File: src/rtl/score_pkg.sv
// Shared types and helpers for the lane score engine.
// FSM state encoding, mode encoding and lane index width.
package score_pkg;

    typedef enum logic [1:0] {
        IDLE,
        SCAN,
        DONE
    } state_e;

    localparam logic MODE_MATCH = 1'b0;
    localparam logic MODE_HIT   = 1'b1;

    // Lane index width, never narrower than one bit.
    function automatic int unsigned lane_w(input int unsigned n);
        return (n > 1) ? $clog2(n) : 1;
    endfunction

endpackage

File: src/rtl/lane_grader.sv
// Combinational grade of one snapshot lane.
// Selects lane idx and applies the MATCH or HIT compare.
module lane_grader
    import score_pkg::*;
#(
    parameter int N_LANES = 3,
    parameter int IDX_W   = 2
) (
    input  logic [N_LANES-1:0] led_snap,
    input  logic [N_LANES-1:0] btn_snap,
    input  logic [IDX_W-1:0]   idx,
    input  logic               mode,
    output logic               hit
);

    logic led_sel;
    logic btn_sel;

    always_comb begin
        led_sel = 1'b0;
        btn_sel = 1'b0;
        for (int i = 0; i < N_LANES; i++) begin
            if (IDX_W'(i) == idx) begin
                led_sel = led_snap[i];
                btn_sel = btn_snap[i];
            end
        end
        hit = (mode == MODE_HIT) ? (led_sel & btn_sel)
                                 : (led_sel ~^ btn_sel);
    end

endmodule

File: src/rtl/lane_score_engine.sv
// Round-based lane grader: snapshots led/btn on start, grades one lane
// per clock, then folds the round score into a saturating total.
module lane_score_engine
    import score_pkg::*;
#(
    parameter  int N_LANES = 3,
    parameter  int SCORE_W = 8,
    localparam int RND_W   = $clog2(N_LANES + 1),
    localparam int LANE_W  = lane_w(N_LANES)
) (
    input  logic               clk,
    input  logic               rst,
    input  logic               start,
    input  logic               mode,
    input  logic               clear,
    input  logic [N_LANES-1:0] led,
    input  logic [N_LANES-1:0] btn,
    output logic               busy,
    output logic               valid,
    output logic               point,
    output logic [LANE_W-1:0]  lane,
    output logic               done,
    output logic [RND_W-1:0]   round_score,
    output logic [SCORE_W-1:0] total_score
);

    localparam int SUM_W = ((SCORE_W > RND_W) ? SCORE_W : RND_W) + 1;
    localparam logic [LANE_W-1:0] LAST_IDX = LANE_W'(N_LANES - 1);
    localparam logic [SUM_W-1:0]  MAX_SUM  = SUM_W'({SCORE_W{1'b1}});

    state_e             state_q, state_d;
    logic [N_LANES-1:0] led_q, led_d;
    logic [N_LANES-1:0] btn_q, btn_d;
    logic               mode_q, mode_d;
    logic [LANE_W-1:0]  idx_q, idx_d;
    logic               valid_q, valid_d;
    logic               point_q, point_d;
    logic [LANE_W-1:0]  lane_q, lane_d;
    logic               done_q, done_d;
    logic [RND_W-1:0]   round_q, round_d;
    logic [SCORE_W-1:0] total_q, total_d;
    logic [SUM_W-1:0]   sum;
    logic               hit;

    lane_grader #(
        .N_LANES (N_LANES),
        .IDX_W   (LANE_W)
    ) u_grader (
        .led_snap (led_q),
        .btn_snap (btn_q),
        .idx      (idx_q),
        .mode     (mode_q),
        .hit      (hit)
    );

    assign sum = SUM_W'(total_q) + SUM_W'(round_q);

    always_comb begin
        state_d = state_q;
        led_d   = led_q;
        btn_d   = btn_q;
        mode_d  = mode_q;
        idx_d   = idx_q;
        valid_d = 1'b0;
        point_d = point_q;
        lane_d  = lane_q;
        done_d  = 1'b0;
        round_d = round_q;
        total_d = total_q;
        unique case (state_q)
            IDLE: begin
                if (start) begin
                    led_d   = led;
                    btn_d   = btn;
                    mode_d  = mode;
                    idx_d   = '0;
                    round_d = '0;
                    state_d = SCAN;
                end
            end
            SCAN: begin
                valid_d = 1'b1;
                lane_d  = idx_q;
                point_d = hit;
                round_d = round_q + RND_W'(hit);
                if (idx_q == LAST_IDX) begin
                    state_d = DONE;
                end else begin
                    idx_d = idx_q + 1'b1;
                end
            end
            DONE: begin
                done_d  = 1'b1;
                total_d = (sum > MAX_SUM) ? {SCORE_W{1'b1}}
                                          : sum[SCORE_W-1:0];
                state_d = IDLE;
            end
            default: state_d = IDLE;
        endcase
        // A coincident clear discards this round's contribution.
        if (clear) begin
            total_d = '0;
        end
    end

    always_ff @(posedge clk or negedge rst) begin
        if (!rst) begin
            state_q <= IDLE;
            led_q   <= '0;
            btn_q   <= '0;
            mode_q  <= 1'b0;
            idx_q   <= '0;
            valid_q <= 1'b0;
            point_q <= 1'b0;
            lane_q  <= '0;
            done_q  <= 1'b0;
            round_q <= '0;
            total_q <= '0;
        end else begin
            state_q <= state_d;
            led_q   <= led_d;
            btn_q   <= btn_d;
            mode_q  <= mode_d;
            idx_q   <= idx_d;
            valid_q <= valid_d;
            point_q <= point_d;
            lane_q  <= lane_d;
            done_q  <= done_d;
            round_q <= round_d;
            total_q <= total_d;
        end
    end

    assign busy        = (state_q != IDLE);
    assign valid       = valid_q;
    assign point       = point_q;
    assign lane        = lane_q;
    assign done        = done_q;
    assign round_score = round_q;
    assign total_score = total_q;

endmodule

File: config.mk
export PLATFORM = sky130hd
export DESIGN_NAME = lane_score_engine
export DESIGN_NICKNAME = d
export VERILOG_FILES = /design/src/rtl/score_pkg.sv /design/src/rtl/lane_grader.sv /design/src/rtl/lane_score_engine.sv
export SDC_FILE = /design/constraint.sdc
export NUM_CORES = 1
export LEC_CHECK = 0
export CORE_UTILIZATION = 34
export CTS_CLUSTER_DIAMETER = 60
export CTS_CLUSTER_SIZE = 12
export DETAILED_ROUTE_END_ITERATION = 7
export MAX_ROUTING_LAYER = met4
export SLEW_MARGIN = 30
export SYNTH_ARGS = -nofsm -noshare
export SYNTH_HDL_FRONTEND = slang
export SYNTH_HIERARCHICAL = 1
export SYNTH_SLANG_ARGS = --single-unit
File: constraint.sdc
create_clock -name clk -period 1.6 [get_ports clk]
set_clock_uncertainty 0.1 [all_clocks]
set_input_delay 0.32 -clock clk [delete_from_list [all_inputs] [get_ports clk]]
set_output_delay 0.32 -clock clk [all_outputs]
set_load 0.02 [all_outputs]
; Word-level counts from Yosys, hierarchy flattened
; Index checks and enable logic that the tools add are counted.
[word_totals]
register_bits = 26
inputBits = 11
output_inout_bits = 16
wordCells = 53
[op_classes]
n_reduce_logical = 9
eq_ne = 8
mux = 19
addsub = 3
order_cmp = 1
bitwise = 2
[op_table]
columns = op, n
row1 = $mux W8, 3
row2 = $pmux W2 S2, 3
row3 = $add A8 B2 Y9, 1
row4 = $gt A9 B8 Y1 const B, 1
row5 = $mux W1, 9
row6 = $mux W2, 4
row7 = $ne A2 B2 Y1 const B, 3
row8 = $reduce_and A2 Y1, 3
row9 = $reduce_bool A2 Y1, 3
row10 = $eq A2 B2 Y1 const B, 2
row11 = $logic_not A2 Y1, 2
row12 = $reduce_and A3 Y1, 1
row13 = $add A2 B1 Y2, 1
row14 = $add A2 B1 Y2 const B, 1
row15 = $eq A1 B2 Y1 const A, 1
row16 = $eq A2 B1 Y1 const B, 1
row17 = $eq A2 B2 Y1 const A, 1
row18 = $and A1 B1 Y1, 1
row19 = $xnor A1 B1 Y1, 1

; Longest topological paths before layout
; Gate-level depths: netlist of run 1.
[depth]
word_depth = 8
mapped_depth = 9
depth_no_buf = 9

; By module
; Netlist of run 1, hierarchy kept.
[modules_own_cells]
columns = module, cells_each, seq_area_each_um2, area_per_inst_um2, instances
row1 = lane_score_engine, 101, 650.6, 1202.4, 1
row2 = lane_grader, 8, 0.0, 65.1, 1

; Worst setup path before layout of run 1
; No wires, ideal clock.
[synth_path]
path_type = reg2reg
startpoint = reg round_q[0], in the netlist round_score[0]
endpoint = reg total_q[6], in the netlist total_score[6]
slack_ps = -275
period_less_slack_ps = 1875
t_arrival_ps = 1689
n_path_buf = 0
required_time_ps = 1414
stages_incl_launch_ff = 7
setup_time_ps = 86
path_cell_list = dfrtp_1 -> ha_1 -> fa_1 -> nand2_1 -> nor2_1 -> and4bb_2 -> nor3_1
[synth_via]
elab_chain_cells = 5
[synth_rtl]
columns = item, line_no
row1 = start: declaration, lane_score_engine.sv:40  ; logic [RND_W-1:0] round_q, round_d;
row2 = start signal: assignment, lane_score_engine.sv:129  ; round_q <= round_d;
row3 = $add A8 B2 Y9 (*), lane_score_engine.sv:56  ; assign sum = SUM_W'(total_q) + SUM_W'(round_q);
row4 = $gt A9 B8 Y1, lane_score_engine.sv:94  ; total_d = (sum > MAX_SUM) ? {SCORE_W{1'b1}}
row5 = $mux W8 (*), lane_score_engine.sv:94
row6 = $mux W8 (*), lane_score_engine.sv:70  ; unique case (state_q)
row7 = $mux W8 (*), lane_score_engine.sv:101  ; if (clear) begin
row8 = end signal: assignment, lane_score_engine.sv:130  ; total_q <= total_d;
row9 = end: declaration, lane_score_engine.sv:41  ; logic [SCORE_W-1:0] total_q, total_d;
; Every way passes the cells marked *; elsewhere a longest branch is shown, timed or not. The select of a mux whose other input is x is not followed.
; A chain may end at the register's enable or synchronous reset.

; Worst setup path in the final report of run 1
[layout_path]
startpoint = reg idx_q[0]
endpoint = reg round_q[1], in the netlist round_score[1]
[layout_via]
elab_chain_cells = 8
word_cells_on_any_way = 14
cone_classes = add/sub (1) / eq/ne (2) / mux (8) / bitwise (2) / reduce/logical (1)
[layout_rtl]
columns = item, line_no
row1 = start: declaration, lane_score_engine.sv:35  ; logic [LANE_W-1:0] idx_q, idx_d;
row2 = start signal: assignment, lane_score_engine.sv:124  ; idx_q <= idx_d;
row3 = $logic_not A2 Y1, lane_grader.sv:23  ; if (IDX_W'(i) == idx) begin
row4 = $mux W1 (3 in a row), lane_grader.sv:23
row5 = $xnor A1 B1 Y1 / $and A1 B1 Y1 (equally long branches), "lane_grader.sv:29, lane_grader.sv:28"
row6 = $mux W1 (*), lane_grader.sv:28  ; hit = (mode == MODE_HIT) ? (led_sel & btn_sel)
row7 = via hit, lane_score_engine.sv:43  ; logic hit;
row8 = $add A2 B1 Y2 (*), lane_score_engine.sv:85  ; round_d = round_q + RND_W'(hit);
row9 = $pmux W2 S2 (*), lane_score_engine.sv:70
; Mark *: on every way through the listed nets, which the timed path passes. The rest lies on a longest branch.

==> results_dict.tcl, run 1 <==
set metrics [dict create \
    yosys_register_bits 26 \
    leakage_nw 0.916 \
    muxShareOfSynthArea_pct 11.0 \
    chipHeight_um 63.1 \
    antennaDiodeCount 0 \
    grt_max_degree 27 \
    crit_fanout 4 \
    synth.avg_cell_area_um2 11.6 \
    cts_htree_levels 1 \
    yosys_warnings 6 \
    synth_top_family_by_area "simple AND/OR/NAND/NOR gates" \
    die_x_um 63.1 \
    drive_gt1_share_pct 40.1 \
    finish.net_count 175 \
    antenna_found_initial 0 \
    slowest_delay_ns 0.42 \
    vias 994 \
    cts_made_buffers 3 \
    synth_xor_area_share_pct 0.691 \
    reg2reg_slack_ns -0.14 \
    failed_checks "setup timing" \
    crit_path_end_kind "flip-flop" \
    critPathKind "flip-flop to flip-flop" \
    finalHoldViolCount 0 \
    drt_iter0_drc 45 \
    netlist_area_mm2 0.00127 \
    yosysTopAreaCellShare_pct 51.3 \
    netlist_instances 109 \
    gp_congestion 0.821 \
    synth_top_cell_by_area "dfrtp_1" \
    critPathSlowestCell "dfrtp_2" \
    wl_mm 2.70 \
    timing.rr.start "idx_q[0]$_DFFE_PN0P_" \
    clk_pin_slew_ns 0.09 \
    final_cell_mix "21 x dfrtp_1, 18 x buf_4, 14 x dlygate4sd2_1" \
    antenna_left 0 \
    synthesis.nets 126 \
    pin_count 27 \
    grt_pass1_wl_mm 4.65 \
    first_pass_iters 4 \
    fin_crit_sh_pct 109 \
    port_buffers 26 \
    clk_latency_ns 0.27 \
    rows 21 \
    cp.required_ns 1.70 \
    total_power_mw 2.96 \
    finalCriticalPeriod_ns 1.74 \
    status "finished, violations left" \
    hold_path.class "input pin to async pin" \
    layout_setup_ws_ns -0.137 \
    ys_seq_area_share_pct 51.3 \
    ir_worst_vdd_mv 0.744 \
    start_util_pct 36.8 \
    clock_sinks 26 \
    setup_viol 4 \
    finalMaxSlewViolations 0 \
    yosys.area_share.simple_pct 19.1 \
    final_common_cell "dfrtp_1" \
    synth-compound-area-share_pct 9.67 \
    cts_buffer_depth 2 \
    synthDistinctLibCells 32 \
    drc 0 \
    startpoint_type "flip-flop" \
    hold_slack_ns 0.313 \
    cts_tree "built" \
    area_growth_pct 47.9 \
    maxCapViolations 0 \
    core_mm2 0.00344 \
    worst_r2r_path_depth 8 \
    grt_pass1_vias 1009 \
    r2r-end "round_score[1]$_DFFE_PN0P_" \
    grt-ovfl-total 0 \
    relSlewSlack_pct 73.4 \
    die_area_mm2 0.00398 \
    cts-root-buf "clkbuf_8" \
    dp_hpwl_mm 1.90 \
    via_per_inst 4.90 \
    wire_per_inst_um 13.3 \
    cp.arrival_ns 1.84 \
    rsz0062_at_grt "true" \
    cpMostUsedCell "ha_1" \
    fmax_ghz 0.576 \
    grt_util_all_layers_pct 15.4 \
    synthAdderAreaFrac_pct 6.52 \
    synth_area_leaders "dfrtp_1 51%, mux2_2 6.2%, ha_1 4.9%" \
    powerDensity_mw_per_mm2 1580 \
    worstPathCellList "mux2i_1 > o2bb2ai_1 > ha_1 > o21ai_2 > ha_1 > nand2_1 > xor2_1 > nor2_1" \
    worst_pin_slew_ns 0.398 \
]
==> synth_stat cells <==
library cell / n
nor3_1: 1
mux2i_1: 6
a21o_1: 1
mux2_2: 7
and4bb_2: 1
nand2b_2: 1
fa_1: 1
a211oi_1: 5
nand2b_4: 2
o21ai_0: 4
a21oi_1: 1
a31oi_1: 2
ha_1: 5
o22ai_1: 1
nand3b_1: 1
inv_1: 4
o21bai_1: 1
nor2b_1: 1
o21ai_2: 1
and4_4: 1
nand4_1: 2
xor2_1: 1
or2_4: 1
buf_1: 1
nor2_8: 1
and2_1: 1
nand4_4: 1
dfrtp_1: 26
nor2_1: 10
nand2_1: 15
inv_2: 1
o2bb2ai_1: 2
==> area by class of cell <==
class	instances	area, um2
Multi-Input combinational cell	77	686
Tap cell	46	57.6
Fill cell	318	1570
Clock buffer	3	41.3
Inverter	5	18.8
Sequential cell	26	657
Timing Repair Buffer	45	384
Clock inverter	1	30.0
==> cells by family (layout without fill, tap and decap cells) <==
logic type,count (synthesis),count (layout)
flops,26,26
simple gates,39,39
xor+xnor,1,1
mux,13,13
buf+inv,6,54
fa+ha+maj,6,6
compound gates,18,18
==> state kept, by name (all words and copies together) (netlist names) <==
signal       cells
btn_q            3
done             1
idx_q            2
led_q            3
point            1
valid            1
state_q          2
round_score      2
total_score      8
mode_q           1
lane             2
==> worst max-delay path, delay by kind of cell (launching register included) <==
kind | cells | cell delay, ns
xor+xnor | 1 | 0.14
fa+ha+maj | 2 | 0.46
mux | 1 | 0.19
flops | 1 | 0.42
compound gates | 2 | 0.23
simple gates | 2 | 0.13
==> metal layers <==
| layer | global-route usage [%] | vias to the layer above | part of all wire [%] |
|---|---|---|---|
| met2 | 24.9 | 12 | 51 |
| met3 | 1.09 | 4 | 1.5 |
| li1 | - | 478 | - |
| met5 | - | - | 0 |
| met1 | 19.7 | 500 | 46 |
| met4 | 6.98 | 0 | 2.0 |
==> worst max-delay path by stage <==
stage | startpoint | to | slack, ns | cells after the start
after floorplan | idx_q[0]$_DFFE_PN0P_ | round_score[1]$_DFFE_PN0P_ | -0.09 | 8
after global routing | idx_q[0]$_DFFE_PN0P_ | round_score[1]$_DFFE_PN0P_ | -0.28 | 8
after global placement | idx_q[0]$_DFFE_PN0P_ | round_score[1]$_DFFE_PN0P_ | -0.1 | 8
after CTS | idx_q[0]$_DFFE_PN0P_ | round_score[1]$_DFFE_PN0P_ | -0.17 | 8
after detailed placement | idx_q[0]$_DFFE_PN0P_ | round_score[1]$_DFFE_PN0P_ | -0.16 | 8
final | idx_q[0]$_DFFE_PN0P_ | round_score[1]$_DFFE_PN0P_ | -0.14 | 8
==> per-stage QoR <==
step / setup TNS (ns) / cells / worst slack [ns] / instance area (um2) / utilization [%]
after floorplan: -0.246 / 109 / -0.0881 / 1290 / -
after global placement: -0.475 / 196 / -0.0995 / 1730 / 50.2
after detailed placement: -0.659 / 196 / -0.163 / 1730 / 50.2
after CTS: -0.329 / 201 / -0.166 / 1800 / 52.2
after global routing: -0.977 / 203 / -0.282 / 1870 / 54.5
final: -0.347 / 203 / -0.137 / 1870 / 54.5
==> what timing repair did <==
action                     CTS  global route
setup buffers                1             2
gates resized for setup     21            18
hold buffers                 0             0
pin swaps                    3            10
setup endpoints to repair   20            11
==> where the power goes <==
part,switching [mW],internal (mW)
sequential,0.151,0.887
combinational,0.670,0.715
clock,0.203,0.334
No activity file was read; power rests on OpenSTA's default activity.
==> inputs of run 2 (changes only) <==
--- a/config.mk
+++ b/config.mk
@@ -5,9 +5,9 @@
 export SDC_FILE = /design/constraint.sdc
 export NUM_CORES = 1
 export LEC_CHECK = 0
-export CORE_UTILIZATION = 34
+export CORE_UTILIZATION = 35
 export CTS_CLUSTER_DIAMETER = 60
-export CTS_CLUSTER_SIZE = 12
+export CTS_CLUSTER_SIZE = 30
 export DETAILED_ROUTE_END_ITERATION = 7
 export MAX_ROUTING_LAYER = met4
 export SLEW_MARGIN = 30
==> run 2 against run 1 <==
Effect of this change:
- the run still ends with setup timing left
- die area down 2.8%
- sequential share of layout area up 1.6 points
- sequential power about the same
- worst setup slack worse by 0.040 ns
- count of clock-buffer cells in the layout up 1
- critical path type unchanged
- critical endpoint unchanged
==> results_dict.tcl, run 2 (synthesized netlist as in run 1, its figures left out) <==
set metrics [dict create \
    status "finished, violations left" \
    failed_checks "setup timing" \
    cts_made_buffers 3 \
    ir_worst_vdd_mv 0.786 \
    grt_pass1_wl_mm 4.44 \
    critPathSlowestCell "dfrtp_2" \
    port_buffers 26 \
    chipHeight_um 62.2 \
    vias 974 \
    cts_tree "built" \
    area_growth_pct 41.1 \
    fmax_ghz 0.563 \
    grt_pass1_vias 1035 \
    antenna_left 0 \
    fin_crit_sh_pct 111 \
    finalMaxSlewViolations 0 \
    rows 21 \
    final_area_mm2 0.00179 \
    critPathKind "flip-flop to flip-flop" \
    worst_r2r_path_depth 8 \
    pin_count 27 \
    fill_cells 325 \
    clk_pin_slew_ns 0.15 \
    final_cell_mix "22 x dfrtp_1, 17 x buf_4, 13 x nand2_1" \
    final_cells 202 \
    gp_congestion 0.786 \
    clock_sinks 26 \
    relSlewSlack_pct 77.1 \
    postPlaceCellArea_mm2 0.00173 \
    grt-ovfl-total 0 \
    worst_pin_slew_ns 0.343 \
    final_common_cell "dfrtp_1" \
    reg2reg_slack_ns -0.18 \
    largest_register_ffs 8 \
    setup_viol 4 \
    wire_per_inst_um 12.7 \
    drive_gt1_share_pct 36.5 \
    cpMostUsedCell "ha_1" \
    rsz0062_at_grt "true" \
    dp_hpwl_mm 1.99 \
    antennaDiodeCount 0 \
    die_x_um 62.2 \
    leakage_nw 0.895 \
    total_power_mw 2.70 \
    worstPathCellList "mux2i_1 > o2bb2ai_1 > ha_1 > o21ai_2 > ha_1 > nand2_1 > xor2_1 > nor2_1" \
    clk_latency_ns 0.33 \
    hold_path.class "input pin to async pin" \
    grt_util_all_layers_pct 15.3 \
    start_util_pct 37.4 \
    powerDensity_mw_per_mm2 1510 \
    drt_iter0_drc 34 \
    cp.arrival_ns 1.91 \
    cp.required_ns 1.73 \
    maxCapViolations 0 \
    finalHoldViolCount 0 \
    cts_buffer_depth 2 \
    slowest_delay_ns 0.45 \
    finalCriticalPeriod_ns 1.78 \
    crit_fanout 5 \
    die_area_mm2 0.00387 \
    cts_htree_levels 1 \
    wl_mm 2.57 \
    drc 0 \
    via_per_inst 4.82 \
    grt_max_degree 27 \
    antenna_found_initial 0 \
    first_pass_iters 4 \
    cts-root-buf "clkbuf_4" \
    finish.net_count 174 \
    crit_path_end_kind "flip-flop" \
    layout_setup_ws_ns -0.176 \
    startpoint_type "flip-flop" \
    setup_tns_ns -0.364 \
    cts-hold-fix-buffers 0 \
    core_mm2 0.00339 \
    dpl.cell_count 196 \
]
-- run 2: metrics by stage --
| step | hold slack (ns) | utilization (%) | worst slack, ns |
|---|---|---|---|
| after floorplan | -0.0756 | - | -0.0881 |
| after global placement | 0.366 | 51.0 | -0.120 |
| after detailed placement | 0.368 | 51.0 | -0.229 |
| after CTS | 0.246 | 52.3 | -0.212 |
| after global routing | 0.260 | 52.8 | -0.322 |
| final | 0.234 | 52.8 | -0.176 |
-- run 2: metal layers --
layer  GRT usage, %  vias up  share of wire (%)
li1               -      479                  -
met1           18.4      468                 46
met2           24.3       20                 47
met3           2.76        7                3.4
met4           8.43        0                2.7
met5              -        -                  0
-- run 2: worst max-delay path, delay by kind of cell (launching register included) --
kind                       cells  cell delay, ns
AOI/OAI and AO/OA              2            0.21
xor gates and xnor gates       1            0.14
adders and majority gates      2            0.46
DFF                            1            0.45
muxes                          1            0.21
and+or+nand+nor                2            0.11
-- run 2: area by class of cell --
class                           count  area, um2  area share, %
Tap cell                           46       57.6           3.22
Sequential cell                    26        656           36.7
Clock buffer                        4       36.3           2.03
Timing Repair Buffer               44        375           21.0
Multi-Input combinational cell     77        644           36.0
Inverter                            5       18.8           1.05
-- run 2: timing repair --
| item | 4_1_cts | 5_1_grt |
|---|---|---|
| pin swaps | 4 | 9 |
| endpoints found under the setup margin | 21 | 18 |
| hold endpoints to repair | 0 | 0 |
| buffers inserted | 2 | 0 |
| gates resized for setup | 28 | 11 |
-- run 2: path summary, 6_finish.rpt --
check                                startpoint                         end
max                        idx_q[0]$_DFFE_PN0P_  round_score[1]$_DFFE_PN0P_
min                                         rst      state_q[1]$_DFFE_PN0P_
max reg2reg                idx_q[0]$_DFFE_PN0P_  round_score[1]$_DFFE_PN0P_
min reg2reg                 lane[1]$_DFFE_PN0P_         lane[1]$_DFFE_PN0P_
max in group asynchronous                   rst  round_score[0]$_DFFE_PN0P_
min in group clk            lane[1]$_DFFE_PN0P_         lane[1]$_DFFE_PN0P_
-- run 2: where the power goes --
group | switching (mW) | total, mW | internal [mW]
logic | 0.649 | 1.32 | 0.673
registers | 0.151 | 1.04 | 0.885
clock network | 0.203 | 0.342 | 0.139
total | 1.00 | 2.70 | 1.70
==> inputs of run 3 (changes only) <==
--- a/config.mk
+++ b/config.mk
@@ -6,10 +6,12 @@
 export NUM_CORES = 1
 export LEC_CHECK = 0
 export CORE_UTILIZATION = 35
+export CTS_BUF_LIST = sky130_fd_sc_hd__clkbuf_2 sky130_fd_sc_hd__clkbuf_4 sky130_fd_sc_hd__clkbuf_8
 export CTS_CLUSTER_DIAMETER = 60
 export CTS_CLUSTER_SIZE = 30
 export DETAILED_ROUTE_END_ITERATION = 7
 export MAX_ROUTING_LAYER = met4
+export REMOVE_ABC_BUFFERS = 1
 export SLEW_MARGIN = 30
 export SYNTH_ARGS = -nofsm -noshare
 export SYNTH_HDL_FRONTEND = slang
==> run 3 against run 2 <==
Effect of this change:
- non-clock buffer count grew 5
- largest cell class is now multi-input gates
- sequential cell count is the same
- die area is the same
- count of clock-buffer cells in the layout shrank 1
- the flow still finishes with violations (setup timing)
- utilization grew 1.6 points
- largest power group unchanged
- cell count grew 2.0%
==> results_dict.tcl, run 3 (synthesized netlist as in run 1, its figures left out) <==
set metrics [dict create \
    clock_sinks 26 \
    worst-path-buf-inv 0 \
    setup_viol 6 \
    cts_htree_levels 1 \
    critPathKind "flip-flop to flip-flop" \
    worstPathCellList "nor2b_1 > o2bb2ai_1 > ha_1 > o21ai_2 > ha_1 > nand2_1 > xor2_1 > nor2_1" \
    antennaDiodeCount 0 \
    start_util_pct 37.4 \
    rsz0062_at_grt "true" \
    powerDensity_mw_per_mm2 1450 \
    timing.rr.start "idx_q[0]$_DFFE_PN0P_" \
    grt_util_all_layers_pct 17.0 \
    slowest_delay_ns 0.45 \
    fmax_ghz 0.557 \
    switching_share_pct 38.3 \
    relSlewSlack_pct 74.7 \
    first_pass_iters 3 \
    pin_count 27 \
    fin_crit_sh_pct 112 \
    failed_checks "setup timing" \
    cpMostUsedCell "ha_1" \
    layout_setup_ws_ns -0.196 \
    post-route-util_pct 54.3 \
    crit_path_end_kind "flip-flop" \
    p_comb_share_pct 51.2 \
    wire_per_inst_um 13.4 \
    cts_made_buffers 3 \
    core_mm2 0.00339 \
    total_power_mw 2.66 \
    rows 21 \
    grt-ovfl-total 0 \
    drc 0 \
    port_buffers 26 \
    cp.arrival_ns 1.93 \
    startpoint_type "flip-flop" \
    status "finished, violations left" \
    gp_congestion 0.794 \
    drt_iter0_drc 43 \
    drive_gt1_share_pct 38.1 \
    finalMaxSlewViolations 0 \
    final_cell_mix "26 x dfrtp_1, 19 x buf_4, 13 x nand2_1" \
    power_frac_seq_pct 38.3 \
    finalCriticalPeriod_ns 1.80 \
    cp.required_ns 1.73 \
    hold_path.class "input pin to async pin" \
    die_area_mm2 0.00387 \
    via_per_inst 4.82 \
    clk_latency_ns 0.32 \
    antenna_left 0 \
    hold_slack_ns 0.253 \
    p_int_mw 1.64 \
    critPathTopFamily "flip-flops" \
    clk_pin_slew_ns 0.14 \
    r2r-end "round_score[1]$_DFFE_PN0P_" \
    crit_fanout 4 \
    die_x_um 62.2 \
    clkPwrFrac_pct 10.4 \
    area_growth_pct 45.2 \
    largest_register_ffs 8 \
    cts_buffer_depth 2 \
    final_common_cell "dfrtp_1" \
    worst_pin_slew_ns 0.379 \
    dp_hpwl_mm 2.03 \
    chipHeight_um 62.2 \
    grt_pass1_vias 1041 \
    critPathSlowestCell "dfrtp_1" \
    cts_tree "built" \
    grt_pass1_wl_mm 4.97 \
    worst_r2r_path_depth 8 \
    grt_max_degree 27 \
    finish.net_count 179 \
    vias 992 \
    cts-root-buf "clkbuf_4" \
    leakage_nw 0.921 \
    antenna_found_initial 0 \
    finalHoldViolCount 0 \
    ir_worst_vdd_mv 0.823 \
    wl_mm 2.77 \
    reg2reg_slack_ns -0.20 \
    switchingPower_mw 1.02 \
    maxCapViolations 0 \
]
run 3: cell types whose count changed in the layout (fill, tap and decap cells not counted), moves of 2 or more:
cell	change
a211oi_1	-2
clkbuf_2	+3
dfrtp_2	-4
a211oi_2	+2
buf_2	-2
dfrtp_1	+4
buf_4	+2
buf_6	+3
run 3: what timing repair did:
item,in CTS,in global routing
endpoints found under the setup margin,24,15
pin swaps,13,7
setup buffers,3,0
resized for setup,36,15
hold buffers,0,0
run 3: routing by layer:
layer | vias to the layer above | track usage [%] | share of wire (%)
met1 | 481 | 18.7 | 42
met5 | - | - | 0
met2 | 20 | 30.8 | 53
li1 | 487 | - | -
met4 | 0 | 6.10 | 1.6
met3 | 4 | 2.57 | 3.6
run 3: final cells by class:
type | instances | area (um2)
fillers | 308 | 1550
repair buffers | 49 | 419
clock buffers | 3 | 22.5
inverters | 5 | 18.8
flip-flops and latches | 26 | 651
multi-input cells | 77 | 672
well taps | 46 | 57.6
run 3: worst max-delay path by stage:
| stage | start | to | slack, ns | depth (start not counted) |
|---|---|---|---|---|
| 6_report | idx_q[0]$_DFFE_PN0P_ | round_score[1]$_DFFE_PN0P_ | -0.20 | 8 |
| 5_1_grt | idx_q[0]$_DFFE_PN0P_ | round_score[1]$_DFFE_PN0P_ | -0.30 | 8 |
| 4_1_cts | idx_q[0]$_DFFE_PN0P_ | round_score[1]$_DFFE_PN0P_ | -0.19 | 8 |
| 3_5_place_dp | idx_q[0]$_DFFE_PN0P_ | round_score[1]$_DFFE_PN0P_ | -0.31 | 8 |
| 3_3_place_gp | idx_q[0]$_DFFE_PN0P_ | round_score[1]$_DFFE_PN0P_ | -0.24 | 8 |
| 2_1_floorplan | round_score[0]$_DFFE_PN0P_ | total_score[6]$_DFFE_PN0P_ | -0.27 | 6 |
run 3: metrics by stage:
step                      area, um2  setup slack [ns]  setup TNS, ns  instances
after global routing           1840            -0.300          -1.09        206
after floorplan                1260            -0.275         -0.931        108
after detailed placement       1730            -0.309          -1.28        200
final                          1840            -0.196         -0.426        206
after CTS                      1800            -0.188         -0.510        206
after global placement         1730            -0.237         -0.976        200
run 3: power by group through the flow:
stage / clock network (mW) / logic, mW / registers [mW]
finish: 0.278 / 1.36 / 1.02
floorplan: 0 / 0.665 / 1.13
detailed placement: 0 / 1.31 / 1.03
CTS: 0.288 / 1.33 / 1.01
global placement: 0 / 1.26 / 1.03
global route: 0.312 / 1.49 / 1.05
